<file path="config.mk">
export PLATFORM = sky130hd
export DESIGN_NAME = fp_to_int
export DESIGN_NICKNAME = d
export VERILOG_FILES = /design/src/rtl/fp_to_int.sv
export SDC_FILE = /design/constraint.sdc
export NUM_CORES = 1
export LEC_CHECK = 0
export ABC_AREA = 1
export BUFFER_PORTS_ARGS = -buffer_cell sky130_fd_sc_hd__clkbuf_2
export CAP_MARGIN = 0
export CORE_ASPECT_RATIO = 1.2
export CORE_MARGIN = 2
export CORE_UTILIZATION = 50
export CTS_CLUSTER_DIAMETER = 200
export CTS_CLUSTER_SIZE = 24
export DETAILED_ROUTE_END_ITERATION = 10
export PLACE_DENSITY = 0.7
export SYNTH_ARGS = -nofsm -noshare
export SYNTH_HDL_FRONTEND = slang
export SYNTH_SLANG_ARGS = --single-unit
</file>
<file path="constraint.sdc">
create_clock -name clock_100Khz -period 4.6 [get_ports clock_100Khz]
set_input_delay 0.69 -clock clock_100Khz [delete_from_list [all_inputs] [get_ports clock_100Khz]]
set_output_delay 0.69 -clock clock_100Khz [all_outputs]
set_load 0.03 [all_outputs]
</file>
<file path="src/rtl/fp_to_int.sv">
// Multi-cycle float (s | 10-bit exp | 21-bit mant) to signed integer converter.
// Optional round-to-nearest-even when FP2INT_ROUND_EN is defined; truncation otherwise.
module fp_to_int #(
  parameter int BIAS  = 511,
  parameter int OUT_W = 32
) (
  input  logic             clock_100Khz,
  input  logic             reset,
  input  logic             start,
  input  logic [31:0]      op_in,
  output logic             busy,
  output logic             done,
  output logic [OUT_W-1:0] data_out,
  output logic [3:0]       status_out
);

  localparam logic [3:0] ST_OVF     = 4'd0;
  localparam logic [3:0] ST_UNF     = 4'd1;
  localparam logic [3:0] ST_EXACT   = 4'd2;
  localparam logic [3:0] ST_INEXACT = 4'd3;

  localparam logic signed [10:0] L_BIAS  = 11'(BIAS);
  localparam logic signed [10:0] L_EMAX  = 11'(OUT_W - 2);
  localparam logic signed [10:0] L_ETOP  = 11'(OUT_W - 1);
  localparam logic signed [10:0] L_MBITS = 11'sd21;
`ifdef FP2INT_ROUND_EN
  localparam logic signed [10:0] L_E_LO  = -11'sd1;
`else
  localparam logic signed [10:0] L_E_LO  = 11'sd0;
`endif

  localparam logic [OUT_W:0] L_MIN_MAG = {2'b01, {(OUT_W-1){1'b0}}};
  localparam logic [OUT_W:0] L_MAX_MAG = {2'b00, {(OUT_W-1){1'b1}}};

  typedef enum logic [1:0] {
    S_IDLE,
    S_DECODE,
    S_SHIFT,
    S_WB
  } state_t;

  state_t           r_state;
  logic [31:0]      r_op;
  logic [OUT_W:0]   r_sh;
  logic [5:0]       r_cnt;
  logic             r_left;
  logic             r_sticky;
  logic             r_force;
  logic [3:0]       r_stat;
  logic             r_busy;
  logic             r_done;
  logic [OUT_W-1:0] r_data;
  logic [3:0]       r_status;
`ifdef FP2INT_ROUND_EN
  logic             r_guard;
`endif

  logic               w_sign;
  logic [9:0]         w_exp;
  logic [20:0]        w_mant;
  logic [21:0]        w_mag;
  logic signed [10:0] w_e;
  logic signed [10:0] w_dist;
  logic [10:0]        w_n;
  logic               w_zero;
  logic               w_unf;
  logic               w_small;
  logic               w_ovf;
  logic               w_ovf_exact;
  logic [OUT_W-1:0]   w_mag_out;
  logic [OUT_W-1:0]   w_res;
  logic               w_inexact;
  logic               w_unused;

  assign w_sign      = r_op[31];
  assign w_exp       = r_op[30:21];
  assign w_mant      = r_op[20:0];
  assign w_mag       = {1'b1, w_mant};
  assign w_e         = $signed({1'b0, w_exp}) - L_BIAS;
  assign w_dist      = w_e - L_MBITS;
  assign w_n         = (w_dist < 11'sd0) ? 11'(-w_dist) : 11'(w_dist);
  assign w_zero      = (w_exp == '0) && (w_mant == '0);
  assign w_unf       = (w_exp == '0) && (w_mant != '0);
  assign w_small     = (w_e < L_E_LO);
  assign w_ovf       = (w_e > L_EMAX);
  assign w_ovf_exact = w_sign && (w_e == L_ETOP) && (w_mant == '0);

  // Guard is the last bit shifted out; sticky holds everything below it.
`ifdef FP2INT_ROUND_EN
  logic w_round_up;
  assign w_round_up = r_guard & (r_sticky | r_sh[0]);
  assign w_mag_out  = r_sh[OUT_W-1:0] + {{(OUT_W-1){1'b0}}, w_round_up};
  assign w_inexact  = r_guard | r_sticky;
`else
  assign w_mag_out  = r_sh[OUT_W-1:0];
  assign w_inexact  = r_sticky;
`endif

  // Magnitude of -2^(OUT_W-1) negates onto itself, so the overflow cases share this path.
  assign w_res    = w_sign ? -w_mag_out : w_mag_out;
  assign w_unused = ^{r_sh[OUT_W], w_n[10:6]};

  always_ff @(posedge clock_100Khz or posedge reset) begin
    if (reset) begin
      r_state  <= S_IDLE;
      r_op     <= '0;
      r_sh     <= '0;
      r_cnt    <= '0;
      r_left   <= 1'b0;
      r_sticky <= 1'b0;
      r_force  <= 1'b0;
      r_stat   <= ST_EXACT;
      r_busy   <= 1'b0;
      r_done   <= 1'b0;
      r_data   <= '0;
      r_status <= ST_EXACT;
`ifdef FP2INT_ROUND_EN
      r_guard  <= 1'b0;
`endif
    end else begin
      r_done <= 1'b0;
      unique case (r_state)
        S_IDLE: begin
          if (start) begin
            r_op    <= op_in;
            r_busy  <= 1'b1;
            r_state <= S_DECODE;
          end
        end

        S_DECODE: begin
          r_sticky <= 1'b0;
`ifdef FP2INT_ROUND_EN
          r_guard  <= 1'b0;
`endif
          r_force  <= 1'b1;
          r_left   <= (w_dist >= 11'sd0);
          r_cnt    <= '0;
          r_state  <= S_WB;
          if (w_zero) begin
            r_sh   <= '0;
            r_stat <= ST_EXACT;
          end else if (w_unf) begin
            r_sh   <= '0;
            r_stat <= ST_UNF;
          end else if (w_small) begin
            r_sh   <= '0;
            r_stat <= ST_INEXACT;
          end else if (w_ovf) begin
            if (w_ovf_exact) begin
              r_sh   <= L_MIN_MAG;
              r_stat <= ST_EXACT;
            end else begin
              r_sh   <= w_sign ? L_MIN_MAG : L_MAX_MAG;
              r_stat <= ST_OVF;
            end
          end else begin
            r_force <= 1'b0;
            r_stat  <= ST_EXACT;
            r_sh    <= {{(OUT_W-21){1'b0}}, w_mag};
            r_cnt   <= w_n[5:0];
            if (w_n != '0) r_state <= S_SHIFT;
          end
        end

        S_SHIFT: begin
          if (r_left) begin
            r_sh <= r_sh << 1;
          end else begin
            r_sh <= r_sh >> 1;
`ifdef FP2INT_ROUND_EN
            r_guard  <= r_sh[0];
            r_sticky <= r_sticky | r_guard;
`else
            r_sticky <= r_sticky | r_sh[0];
`endif
          end
          r_cnt <= r_cnt - 6'd1;
          if (r_cnt == 6'd1) r_state <= S_WB;
        end

        S_WB: begin
          r_data   <= w_res;
          r_status <= r_force ? r_stat : (w_inexact ? ST_INEXACT : ST_EXACT);
          r_done   <= 1'b1;
          r_busy   <= 1'b0;
          r_state  <= S_IDLE;
        end

        default: r_state <= S_IDLE;
      endcase
    end
  end

  assign busy       = r_busy;
  assign done       = r_done;
  assign data_out   = r_data;
  assign status_out = r_status;

endmodule

</file>
# Word-level counts from Yosys, hierarchy flattened
# Index checks and enable logic that the tools add are counted.
totals:
  reg_bits: 118
  input_bits: 35
  out_inout_bits: 38
  wordCells: 84
classes:
  n_addsub: 5
  n_lt_le_gt_ge: 4
  eq_ne: 8
  n_mux: 39
  n_bitwise: 1
  reduce_logical: 15
op_table:
  columns: ["operator", "n"]
  rows:
  - ["33-bit two-way mux", 5]
  - ["32-bit two-way mux", 3]
  - ["33-bit one-hot mux with 2 select lines", 1]
  - ["32-bit negator", 1]
  - ["6-bit two-way mux", 4]
  - ["11-bit by 1-bit less-than comparator with 1-bit output, second input constant", 2]
  - ["21-bit logical NOT", 1]
  - ["21-bit nonzero test", 1]
  - ["4-bit two-way mux", 5]
  - ["1-bit two-way mux", 13]
  - ["6-bit one-hot mux with 2 select lines", 1]
  - ["11-bit by 6-bit equality test with 1-bit output, second input constant", 1]
  - ["11-bit by 1-bit greater-or-equal comparator with 1-bit output, second input constant", 1]
  - ["11-bit by 6-bit greater-than comparator with 1-bit output, second input constant", 1]
  - ["11-bit two-way mux", 1]
  - ["11-bit negator", 1]
  - ["11-bit nonzero test", 1]
  - ["10-bit by 9-bit subtractor with 11-bit output, second input constant", 1]
  - ["11-bit by 6-bit subtractor with 11-bit output, second input constant", 1]
  - ["10-bit logical NOT", 1]
  - ["2-bit one-hot mux with 4 select lines", 1]
  - ["2-bit AND reduction", 4]
  - ["6-bit by 1-bit equality test with 1-bit output, second input constant", 1]
  - ["2-bit two-way mux", 3]
  - ["9 further kinds", 17]

# Longest topological paths before layout
# Gate-level depths: netlist of run 1.
logic_depth:
  depth_word: 11
  depth_mapped: 21
  depth_no_buf: 21

# Worst setup path after synthesis of run 1
# No wires, ideal clock.
synth_timing:
  kind: "reg-to-reg"
  start: "register r_op[21]"
  end: "register r_state[0]"
  setup_ns: 0.129
  arrival_ns: 2.032
  required_time_ns: 4.471
  setup_slack_ns: 2.440
  path_stages_with_launch: 17
  n_path_buf: 1
  synth_period_minus_slack_ns: 2.160
  cell_sequence: "dfrtp_1 -> ha_1 -> nand2_1 -> nor2_2 -> nand3_1 -> nand2_1 -> nor2_4 -> nand2_4 -> o21ai_2 -> buf_6 -> nand2_1 -> xnor2_1 -> nor2_1 -> nand3_1 -> nand2_1 -> nand2_1 -> a21oi_2"
synth_between:
  elab_chain_len: 11
  word_cells_on_any_way: 17
  classes_between: "3 x add/sub; 3 x order compare; 7 x mux; 4 x reduce/logical"
synth_lines:
  columns: ["item", "line_no", "rtl"]
  rows:
  - ["start: declaration", "43", "logic [31:0] r_op;"]
  - ["start signal: assignment", "125", "r_op <= op_in;"]
  - ["10-bit by 9-bit subtractor with 11-bit output", "79", "assign w_e = $signed({1'b0, w_exp}) - L_BIAS;"]
  - ["11-bit by 6-bit subtractor with 11-bit output", "80", "assign w_dist = w_e - L_MBITS;"]
  - ["11-bit negator / 11-bit by 1-bit less-than comparator with 1-bit output (equally long branches)", "81", "assign w_n = (w_dist < 11'sd0) ? 11'(-w_dist) : 11'(w_dist);"]
  - ["11-bit two-way mux", "81", null]
  - ["11-bit nonzero test", "162", "if (w_n != '0) r_state <= S_SHIFT;"]
  - ["1-bit two-way mux", "162", null]
  - ["1-bit two-way mux", "149", "end else if (w_ovf) begin"]
  - ["1-bit two-way mux", "146", "end else if (w_small) begin"]
  - ["1-bit two-way mux", "143", "end else if (w_unf) begin"]
  - ["1-bit two-way mux (*)", "140", "if (w_zero) begin"]
  - ["2-bit one-hot mux with 4 select lines (*)", "122", "unique case (r_state)"]
  - ["end signal: assignment", "127", "r_state <= S_DECODE;"]
  - ["end signal: assignment", "139", "r_state <= S_WB;"]
  - ["end signal: assignment", "162", null]
  - ["end: declaration", "42", "state_t r_state;"]
# Mark *: on every way between the ends. The rest lies on a longest branch, timed or not.
# A chain may end at the register's enable or synchronous reset.

# Worst setup path after layout of run 1
layout_timing:
  start: "register r_op[21]"
  end: "register r_sh[4]"
layout_between:
  elab_chain_len: 10
  word_cells_on_any_way: 15
  classes_between: "1 x add/sub; 2 x order compare; 1 x eq/ne; 6 x mux; 5 x reduce/logical"
layout_lines:
  columns: ["item", "line_no", "rtl"]
  rows:
  - ["parallel branches: the longest is 8 deep, another holds 10-bit by 9-bit subtractor with 11-bit output", null, null]
  - ["33-bit two-way mux (*)", "140", null]
  - ["33-bit one-hot mux with 2 select lines (*)", "122", null]
  - ["end signal: assignment", "154", "r_sh <= w_sign ? L_MIN_MAG : L_MAX_MAG;"]
  - ["end signal: assignment", "160", "r_sh <= {{(OUT_W-21){1'b0}}, w_mag};"]
  - ["end signal: assignment", "168", "r_sh <= r_sh << 1;"]
  - ["end: declaration", "44", "logic [OUT_W:0] r_sh;"]
# Every way passes the cells marked *.

==> results of run 1 <==
[cells in the final DEF, fill, tap and decap left out, types with 3 or more instances in the layout]
cell type	synthesis	final
a221oi_1	8	8
clkbuf_1	34	3
xnor2_1	4	4
a31oi_1	31	31
buf_4	3	6
clkbuf_2	1	70
o21ai_1	15	15
a22oi_2	5	5
inv_2	6	6
nor2_1	74	73
xor2_1	27	27
o21ai_0	53	53
nor2_2	2	3
clkbuf_16	0	17
dfrtp_1	112	112
nand3b_1	4	4
or2_2	4	4
bufinv_16	0	4
a22oi_1	25	25
nor3_2	3	3
clkinv_2	1	5
nor4_1	10	10
inv_1	62	61
a21oi_1	16	16
ha_1	14	14
nand4_1	14	14
o21ai_2	12	12
nand3_1	32	32
nand2_2	9	9
nand2_1	230	230
nor3_1	3	3
[area by class of cell]
cell class | count | area (um2) | area share
clock buffer | 22 | 464 | 0.0612
inverter | 71 | 270 | 0.0357
multi-input combinational | 609 | 3230 | 0.427
timing repair buffer | 76 | 395 | 0.0522
sequential | 114 | 2860 | 0.377
tap | 164 | 205 | 0.0271
clock inverter | 10 | 156 | 0.0206
[sequential cells by signal, indices dropped and copies added (netlist names)]
register,count
r_sticky,1
r_state,2
r_cnt,6
data_out,32
busy,1
r_op,32
r_stat,2
r_sh,33
r_force,1
r_left,1
status_out,2
done,1
[per-layer routing]
layer  wire length, um  track usage
met2              7280        0.372
met3               865       0.0483
met4               158       0.0551
met1              7120        0.330
met5                 0            0
[worst max-delay path: stages, from the launching register on]
cell and delay [ns]:
dfrtp_1 0.48, ha_1 0.25, nand2_1 0.10, nor2_2 0.17, nand3_1 0.09, nand2_1 0.15, nor2_4 0.08, nand2_4 0.08
a41oi_2 0.05, nand2_2 0.13, nand2_2 0.06, inv_2 0.40, nand2_2 0.10, nand2_2 0.11, clkinv_2 0.29, o21ai_1 0.20
a31oi_1 0.10
[per-stage QoR]
stage	cell area, um2	worst slack [ns]
after floorplan	6560	0.898
after global placement	6960	1.68
after detailed placement	6960	1.62
after CTS	7580	1.61
after global routing	7580	1.25
final	7580	1.60
[worst max path at each step]
stage,start,end,slack (ns),depth (start not counted)
detailed placement,start,r_op[29]$_DFFE_PP0P_,1.62,6
finish,r_op[21]$_DFFE_PP0P_,r_sh[4]$_DFFE_PP0P_,1.60,16
floorplan,reset,busy$_DFFE_PP0P_,0.90,1
CTS,r_op[21]$_DFFE_PP0P_,r_sh[4]$_DFFE_PP0P_,1.61,16
global route,r_op[21]$_DFFE_PP0P_,r_sh[20]$_DFFE_PP0P_,1.25,16
global placement,start,r_op[29]$_DFFE_PP0P_,1.68,6
[report_power, final]
group          internal [mW]  total [mW]  switching, mW  leakage, nW
Clock                  0.931        1.38          0.450        0.304
Sequential              1.54        2.12          0.584         1.39
Combinational           1.15        3.35           2.20         1.98
[cell families (layout without fill, tap and decap cells)]
kind of cell,Yosys count,count (layout),synth area share
buf+inv,116,179,0.0727
simple gates,389,389,0.254
flops,114,114,0.435
fa+ha+maj,14,14,0.0267
xor+xnor,31,31,0.0414
other cells,1,2,0.000572
compound gates,173,173,0.170
==> results_dict.tcl, run 1 <==
set metrics [dict create \
    outcome "completed" \
    clkTransAtPathRegs_ns 0.05 \
    synth_async_sr_flop_share 1.00 \
    final-instance-count-excl-fill 1066 \
    cts_buffers 17 \
    synthCells 838 \
    clock.fmax_mhz 333 \
    cellPowerDensity_mw_per_mm2 904 \
    synth_area_leaders "dfrtp_1, nand2_1, nor2_1" \
    netlist_area_mm2 0.00656 \
    hpwl_um 10900 \
    worst_pin_slew_ns 1.02 \
    grt_pass1_wl_um 26000 \
    synth_top_area_cell "dfrtp_1" \
    area_growth_pct 15.6 \
    placementRows 45 \
    place_congestion 0.885 \
    hold_buffers 0 \
    leakage_nw 3.67 \
    arrival_ns 3.26 \
    cts_resized 0 \
    cts_setup_buffers 0 \
    hold_slack_ns 0.397 \
    grt_pass1_vias 5273 \
    r2r_end "r_sh[4]$_DFFE_PP0P_" \
    drive_gt1_frac 0.175 \
    cts.sinks 114 \
    ctsLongestPathBuffers 2 \
    finalHoldViolCount 0 \
    slew_violations 0 \
    drcViolationCount 0 \
    synth.distinct_cells 45 \
    wirelength_um 15400 \
    rsz0062_at_grt "false" \
    ir_drop_uv 494 \
    cts-root-buf "clkbuf_16" \
    grt_overflow_total 0 \
    coreArea_mm2 0.0127 \
    yosysMostFrequentCell "nand2_1" \
    hold_path_class "in2async" \
    ys.flop_type "dfrtp_1" \
    fin_util 0.596 \
    yosys_register_bits 114 \
    insertion_delay_ns 0.41 \
    maxCapViolCount 0 \
    avgSynthCellArea_um2 7.83 \
    routedWlPerCell_um 14.5 \
    path_class "reg2reg" \
    dp.cells 1034 \
    yosys.area.top_type_share 0.427 \
    ant_nets 0 \
    tritoncts "done" \
    firstDrtPassIters 8 \
    antenna_found_initial 0 \
    io_buffer_count 70 \
    endpoint_kind "flop" \
    fin_tns_setup_ns 0 \
    synth_edf_count 0 \
    grt_max_degree 64 \
    setup.worst_path.start_class "flop" \
    r2r_cells 16 \
    finalCritPeriodShare 0.653 \
    num_antenna_cells 0 \
    globalRouteTotalUtil 0.234 \
    dr.first_iter.drc_count 630 \
    setup_viol 0 \
    critical_path_peak_fanout 24 \
    rrSetupSlack_ns 1.60 \
    fp.dieH_um 129 \
    num_io_pins 73 \
    ys_warn_count 0 \
    r2r_start "r_op[21]$_DFFE_PP0P_" \
    power_mw 6.85 \
    fillers 1238 \
    htreeDepth 4 \
    nets 938 \
    die-area_mm2 0.0141 \
    yosysSeqAreaShare 0.435 \
    synth_common_cells "nand2_1, dfrtp_1, nor2_1" \
    critPathRequiredTime_ns 4.85 \
    fin_crit_ns 3.00 \
    initial_core_util 0.515 \
    dr_total_vias 5765 \
    die_width_um 109 \
    slew_headroom 0.321 \
    finalClockSkew_ns 0.0149 \
    via_per_inst 5.41 \
]
No activity file was read; power rests on OpenSTA's default activity.
==> run 2: changes to the inputs <==
- PLACE_DENSITY: 0.7 -> 0.72
- clock period: 4.6 -> 2.5 ns (I/O delays scaled with it)
==> results_dict.tcl, run 2 (synthesis results as in run 1) <==
set metrics [dict create \
    clock.fmax_mhz 415 \
    antenna_found_initial 0 \
    cellPowerDensity_mw_per_mm2 1640 \
    placementRows 45 \
    via_per_inst 5.40 \
    rrSetupSlack_ns 0.09 \
    dr_total_vias 5876 \
    grt_pass1_vias 5387 \
    initial_core_util 0.515 \
    slew_headroom 0.479 \
    setup_viol 0 \
    clkTransAtPathRegs_ns 0.06 \
    fillers 1163 \
    drcViolationCount 0 \
    grt_max_degree 63 \
    worst-path-buf-inv 2 \
    slew_violations 0 \
    drive_gt1_frac 0.216 \
    place_worst_setup_slack_ns 0.0190 \
    cts.sinks 114 \
    place_area_mm2 0.00713 \
    crit_chain "inv_2 -> ha_1 -> nand3_2 -> nor3_4 -> buf_4 -> nand4_1 -> o31ai_2 -> nand2_1 -> a21oi_1 -> xor2_1 -> o21ai_1" \
    fin_ws_ns 0.0898 \
    area_growth_pct 20.2 \
    globalRouteTotalUtil 0.232 \
    num_antenna_cells 0 \
    mostFrequentLayoutCells "nand2_1, dfrtp_1, nor2_1, clkbuf_2, inv_1" \
    top_register "r_sh" \
    setup.worst_path.start_class "flop" \
    leakage_nw 3.78 \
    grt_overflow_total 0 \
    grt_pass1_wl_um 25900 \
    insertion_delay_ns 0.41 \
    layout_commonest_cell "nand2_1" \
    maxCapViolCount 0 \
    wirelength_um 15600 \
    place_congestion 0.902 \
    die-area_mm2 0.0141 \
    ctsLongestPathBuffers 2 \
    htreeDepth 4 \
    fp.dieH_um 129 \
    routedWlPerCell_um 14.3 \
    path_class "reg2reg" \
    critical_path_peak_fanout 4 \
    tritoncts "done" \
    hpwl_um 10900 \
    fin_crit_ns 2.41 \
    io_buffer_count 70 \
    endpoint_kind "flop" \
    dr.first_iter.drc_count 574 \
    hold_buffers 0 \
    nets 961 \
    num_io_pins 73 \
    cts_buffers 17 \
    ant_nets 0 \
    finalCritPeriodShare 0.964 \
    worst_pin_slew_ns 0.780 \
    hold_path_class "in2async" \
    ir_drop_uv 860 \
    arrival_ns 2.69 \
    finalHoldViolCount 0 \
    worst_path_largest_cell_delay_ns 0.40 \
    outcome "completed" \
    finalClockSkew_ns 0.00663 \
    final_area_mm2 0.00788 \
    cts-root-buf "clkbuf_16" \
    die_width_um 109 \
    crit_family "simple AND/OR/NAND/NOR gates" \
    coreArea_mm2 0.0127 \
    largest_reg_flops 33 \
    firstDrtPassIters 5 \
    critPathRequiredTime_ns 2.78 \
    cp_slowest_cell "dfrtp_1" \
]
==> run 2: cell types whose count changed in the layout (fill, tap and decap cells not counted), moves of 3 or more <==
| cell | change |
|---|---|
| buf_12 | +3 |
| o21ai_1 | +3 |
| buf_4 | +18 |
| inv_1 | -4 |
| clkinv_2 | -3 |
| nand3_1 | -5 |
| clkinvlp_4 | +6 |
| ha_1 | -3 |
| o21ai_0 | -3 |
| nand3_2 | +5 |
==> run 2: final cells by class <==
| type | count | area (um2) | area share |
|---|---|---|---|
| tap | 164 | 205 | 0.0260 |
| timing repair buffer | 99 | 613 | 0.0778 |
| multi-input combinational | 609 | 3340 | 0.424 |
| inverter | 71 | 280 | 0.0356 |
| clock inverter | 12 | 133 | 0.0168 |
| clock buffer | 20 | 457 | 0.0579 |
| sequential | 114 | 2860 | 0.362 |
==> run 2: worst paths after layout <==
kind,endpoint,cells past startpoint,start
worst min-delay path,r_sh[27]$_DFFE_PP0P_,2,reset
worst max-delay path,data_out[30]$_DFFE_PP0P_,11,r_sh[0]$_DFFE_PP0P_
min in group clock_100Khz,r_op[13]$_DFFE_PP0P_,3,op_in[13]
worst max register to register,data_out[30]$_DFFE_PP0P_,11,r_sh[0]$_DFFE_PP0P_
max in group asynchronous,status_out[1]$_DFFE_PP1P_,3,reset
worst min register to register,status_out[1]$_DFFE_PP1P_,1,r_force$_DFFE_PP0P_
==> run 2: report_power, final <==
| group | leakage (nW) | switching [mW] | internal [mW] |
|---|---|---|---|
| Combinational | 2.12 | 4.31 | 2.39 |
| Clock | 0.271 | 0.876 | 1.52 |
| Sequential | 1.39 | 0.980 | 2.83 |
| Total | 3.78 | 6.17 | 6.73 |
==> run 2: through the flow <==
| stage | power [mW] | hold WS [ns] | TNS, ns | std cells | util |
|---|---|---|---|---|---|
| 4_1_cts | 12.7 | 0.124 | 0 | 1084 | 0.607 |
| 2_1_floorplan | 8.65 | 0.419 | 0 | 839 | - |
| 3_3_place_gp | 10.1 | 0.439 | 0 | 1052 | 0.561 |
| 6_report | 12.9 | 0.0976 | 0 | 1089 | 0.619 |
| 5_1_grt | 14.0 | 0.154 | -0.105 | 1089 | 0.619 |
| 3_5_place_dp | 10.2 | 0.442 | 0 | 1052 | 0.561 |
==> run 2: timing repair <==
| action | CTS | global route |
|---|---|---|
| pin swaps | 0 | 14 |
| gates resized for setup | 1 | 32 |
| setup endpoints to repair | 1 | 29 |
| buffers inserted | 0 | 5 |
==> run 2: metal layers <==
metal	wire (um)	vias to the layer above	GRT usage
met3	787	19	0.0493
met4	220	0	0.0671
met2	7440	167	0.362
li1	-	2944	-
met5	0	-	0
met1	7110	2746	0.329
==> run 3: changes to the inputs <==
- CORE_UTILIZATION: 50 -> 54
- PLACE_DENSITY: 0.72 -> 0.77
==> results_dict.tcl, run 3 (synthesis results as in run 1) <==
set metrics [dict create \
    critPathMostFrequentCell "nand2_1" \
    ir_drop_uv 926 \
    crit_chain "nor2_1 -> nand2_1 -> nor4_1 -> nand4_1 -> o31ai_2 -> nand2_1 -> a21oi_1 -> xor2_1 -> o21ai_1" \
    ctsLongestPathBuffers 2 \
    cp_slowest_cell "dfrtp_1" \
    nets 963 \
    path_class "reg2reg" \
    die_width_um 105 \
    leakage_nw 3.82 \
    place_congestion 0.879 \
    place_area_mm2 0.00713 \
    area_growth_pct 21.0 \
    top_register "r_sh" \
    slew_violations 0 \
    num_io_pins 73 \
    slew_headroom 0.564 \
    internal_power_mw 7.02 \
    endpoint_kind "flop" \
    critPathRequiredTime_ns 2.80 \
    largest_reg_flops 33 \
    insertion_delay_ns 0.42 \
    firstDrtPassIters 5 \
    setup.worst_path.start_class "flop" \
    worst_path_largest_cell_delay_ns 0.46 \
    via_per_inst 5.42 \
    place_worst_setup_slack_ns 0.0110 \
    critPathLaunch "r_sh[13]$_DFFE_PP0P_" \
    seq_area_mm2 0.00286 \
    placementRows 44 \
    antenna_found_initial 0 \
    finalCritPeriodShare 0.947 \
    coreArea_mm2 0.0120 \
    io_buffer_count 70 \
    power_frac_comb 0.510 \
    die-area_mm2 0.0130 \
    ant_nets 0 \
    fin_crit_ns 2.37 \
    finalHoldViolCount 0 \
    r2r_cells 9 \
    outcome "completed" \
    fp.dieH_um 125 \
    clkTransAtPathRegs_ns 0.05 \
    grt_pass1_vias 5525 \
    num_antenna_cells 0 \
    dr.first_iter.drc_count 476 \
    multi_input_area_mm2 0.00332 \
    layout_commonest_cell "nand2_1" \
    p_sw_frac 0.466 \
    rrSetupSlack_ns 0.13 \
    routedWlPerCell_um 14.3 \
    initial_core_util 0.546 \
    arrival_ns 2.66 \
    mostFrequentLayoutCells "nand2_1, dfrtp_1, nor2_1, clkbuf_2, inv_1" \
    clock.fmax_mhz 422 \
    cts_buffers 17 \
    grt_max_degree 63 \
    fin_ws_ns 0.133 \
    worst_pin_slew_ns 0.653 \
    p_sw_mw 6.13 \
    htreeDepth 4 \
    globalRouteTotalUtil 0.244 \
    rsz0062_at_grt "true" \
    cts.sinks 114 \
    dr_total_vias 5887 \
    grt_pass1_wl_um 26100 \
    cellPowerDensity_mw_per_mm2 1660 \
    setup_viol 0 \
    critical_path_peak_fanout 6 \
    clockPowerShare 0.199 \
    maxCapViolCount 0 \
    wirelength_um 15500 \
    r2r_end "data_out[30]$_DFFE_PP0P_" \
    grt_overflow_total 0 \
    seq_power_share 0.291 \
    final_area_mm2 0.00794 \
    fillers 1050 \
    hpwl_um 10700 \
    r2r_start "r_sh[13]$_DFFE_PP0P_" \
    hold_path_class "in2async" \
    fin_tns_setup_ns 0 \
    drive_gt1_frac 0.217 \
    tritoncts "done" \
    cts-root-buf "clkbuf_16" \
    finalClockSkew_ns 0.00723 \
    drcViolationCount 0 \
]
run 3: metal layers:
layer | track usage | wire length, um
met2 | 0.383 | 7370
met3 | 0.0565 | 778
met4 | 0.0949 | 322
met5 | 0 | 0
met1 | 0.328 | 7030
run 3: what timing repair did:
action	in CTS	in global routing
buffers inserted	0	8
hold buffers	0	0
pin swaps	0	9
gates resized for setup	2	26
setup endpoints to repair	10	29
run 3: cell type report:
type	count	area share
Tap cell	161	0.0254
Clock inverter	8	0.0189
Sequential cell	114	0.360
Inverter	71	0.0353
Timing Repair Buffer	101	0.0798
Multi-Input combinational cell	609	0.419
Clock buffer	23	0.0615
run 3: worst max path at each step:
stage	end	cells past startpoint
after global routing	r_state[0]$_DFFE_PP0P_	20
after global placement	r_sh[6]$_DFFE_PP0P_	16
final	data_out[30]$_DFFE_PP0P_	9
after floorplan	r_state[0]$_DFFE_PP0P_	16
after CTS	r_state[0]$_DFFE_PP0P_	18
after detailed placement	r_sh[3]$_DFFE_PP0P_	16
run 3: critical path: cells and delay by family (launching register included):
kind / cells / cell delay (ns)
xor+xnor: 1 / 0.16
simple gates: 5 / 1.09
flops: 1 / 0.46
compound gates: 3 / 0.55
run 3: stage by stage:
step	std cells	total power, mW	util	hold WS [ns]
6_report	1087	13.1	0.661	0.0379
5_1_grt	1087	14.2	0.661	0.0809
4_1_cts	1079	12.9	0.648	0.0530
3_5_place_dp	1048	10.2	0.594	0.453
3_3_place_gp	1048	10.1	0.594	0.453
2_1_floorplan	839	8.65	-	0.419
run 3: power groups by stage:
stage / Clock, mW / Combinational (mW) / Sequential [mW]
5_1_grt: 2.72 / 7.54 / 3.95
4_1_cts: 2.63 / 6.48 / 3.77
2_1_floorplan: 0 / 4.63 / 4.03
3_3_place_gp: 0 / 6.27 / 3.79
3_5_place_dp: 0 / 6.41 / 3.79
6_report: 2.61 / 6.70 / 3.83
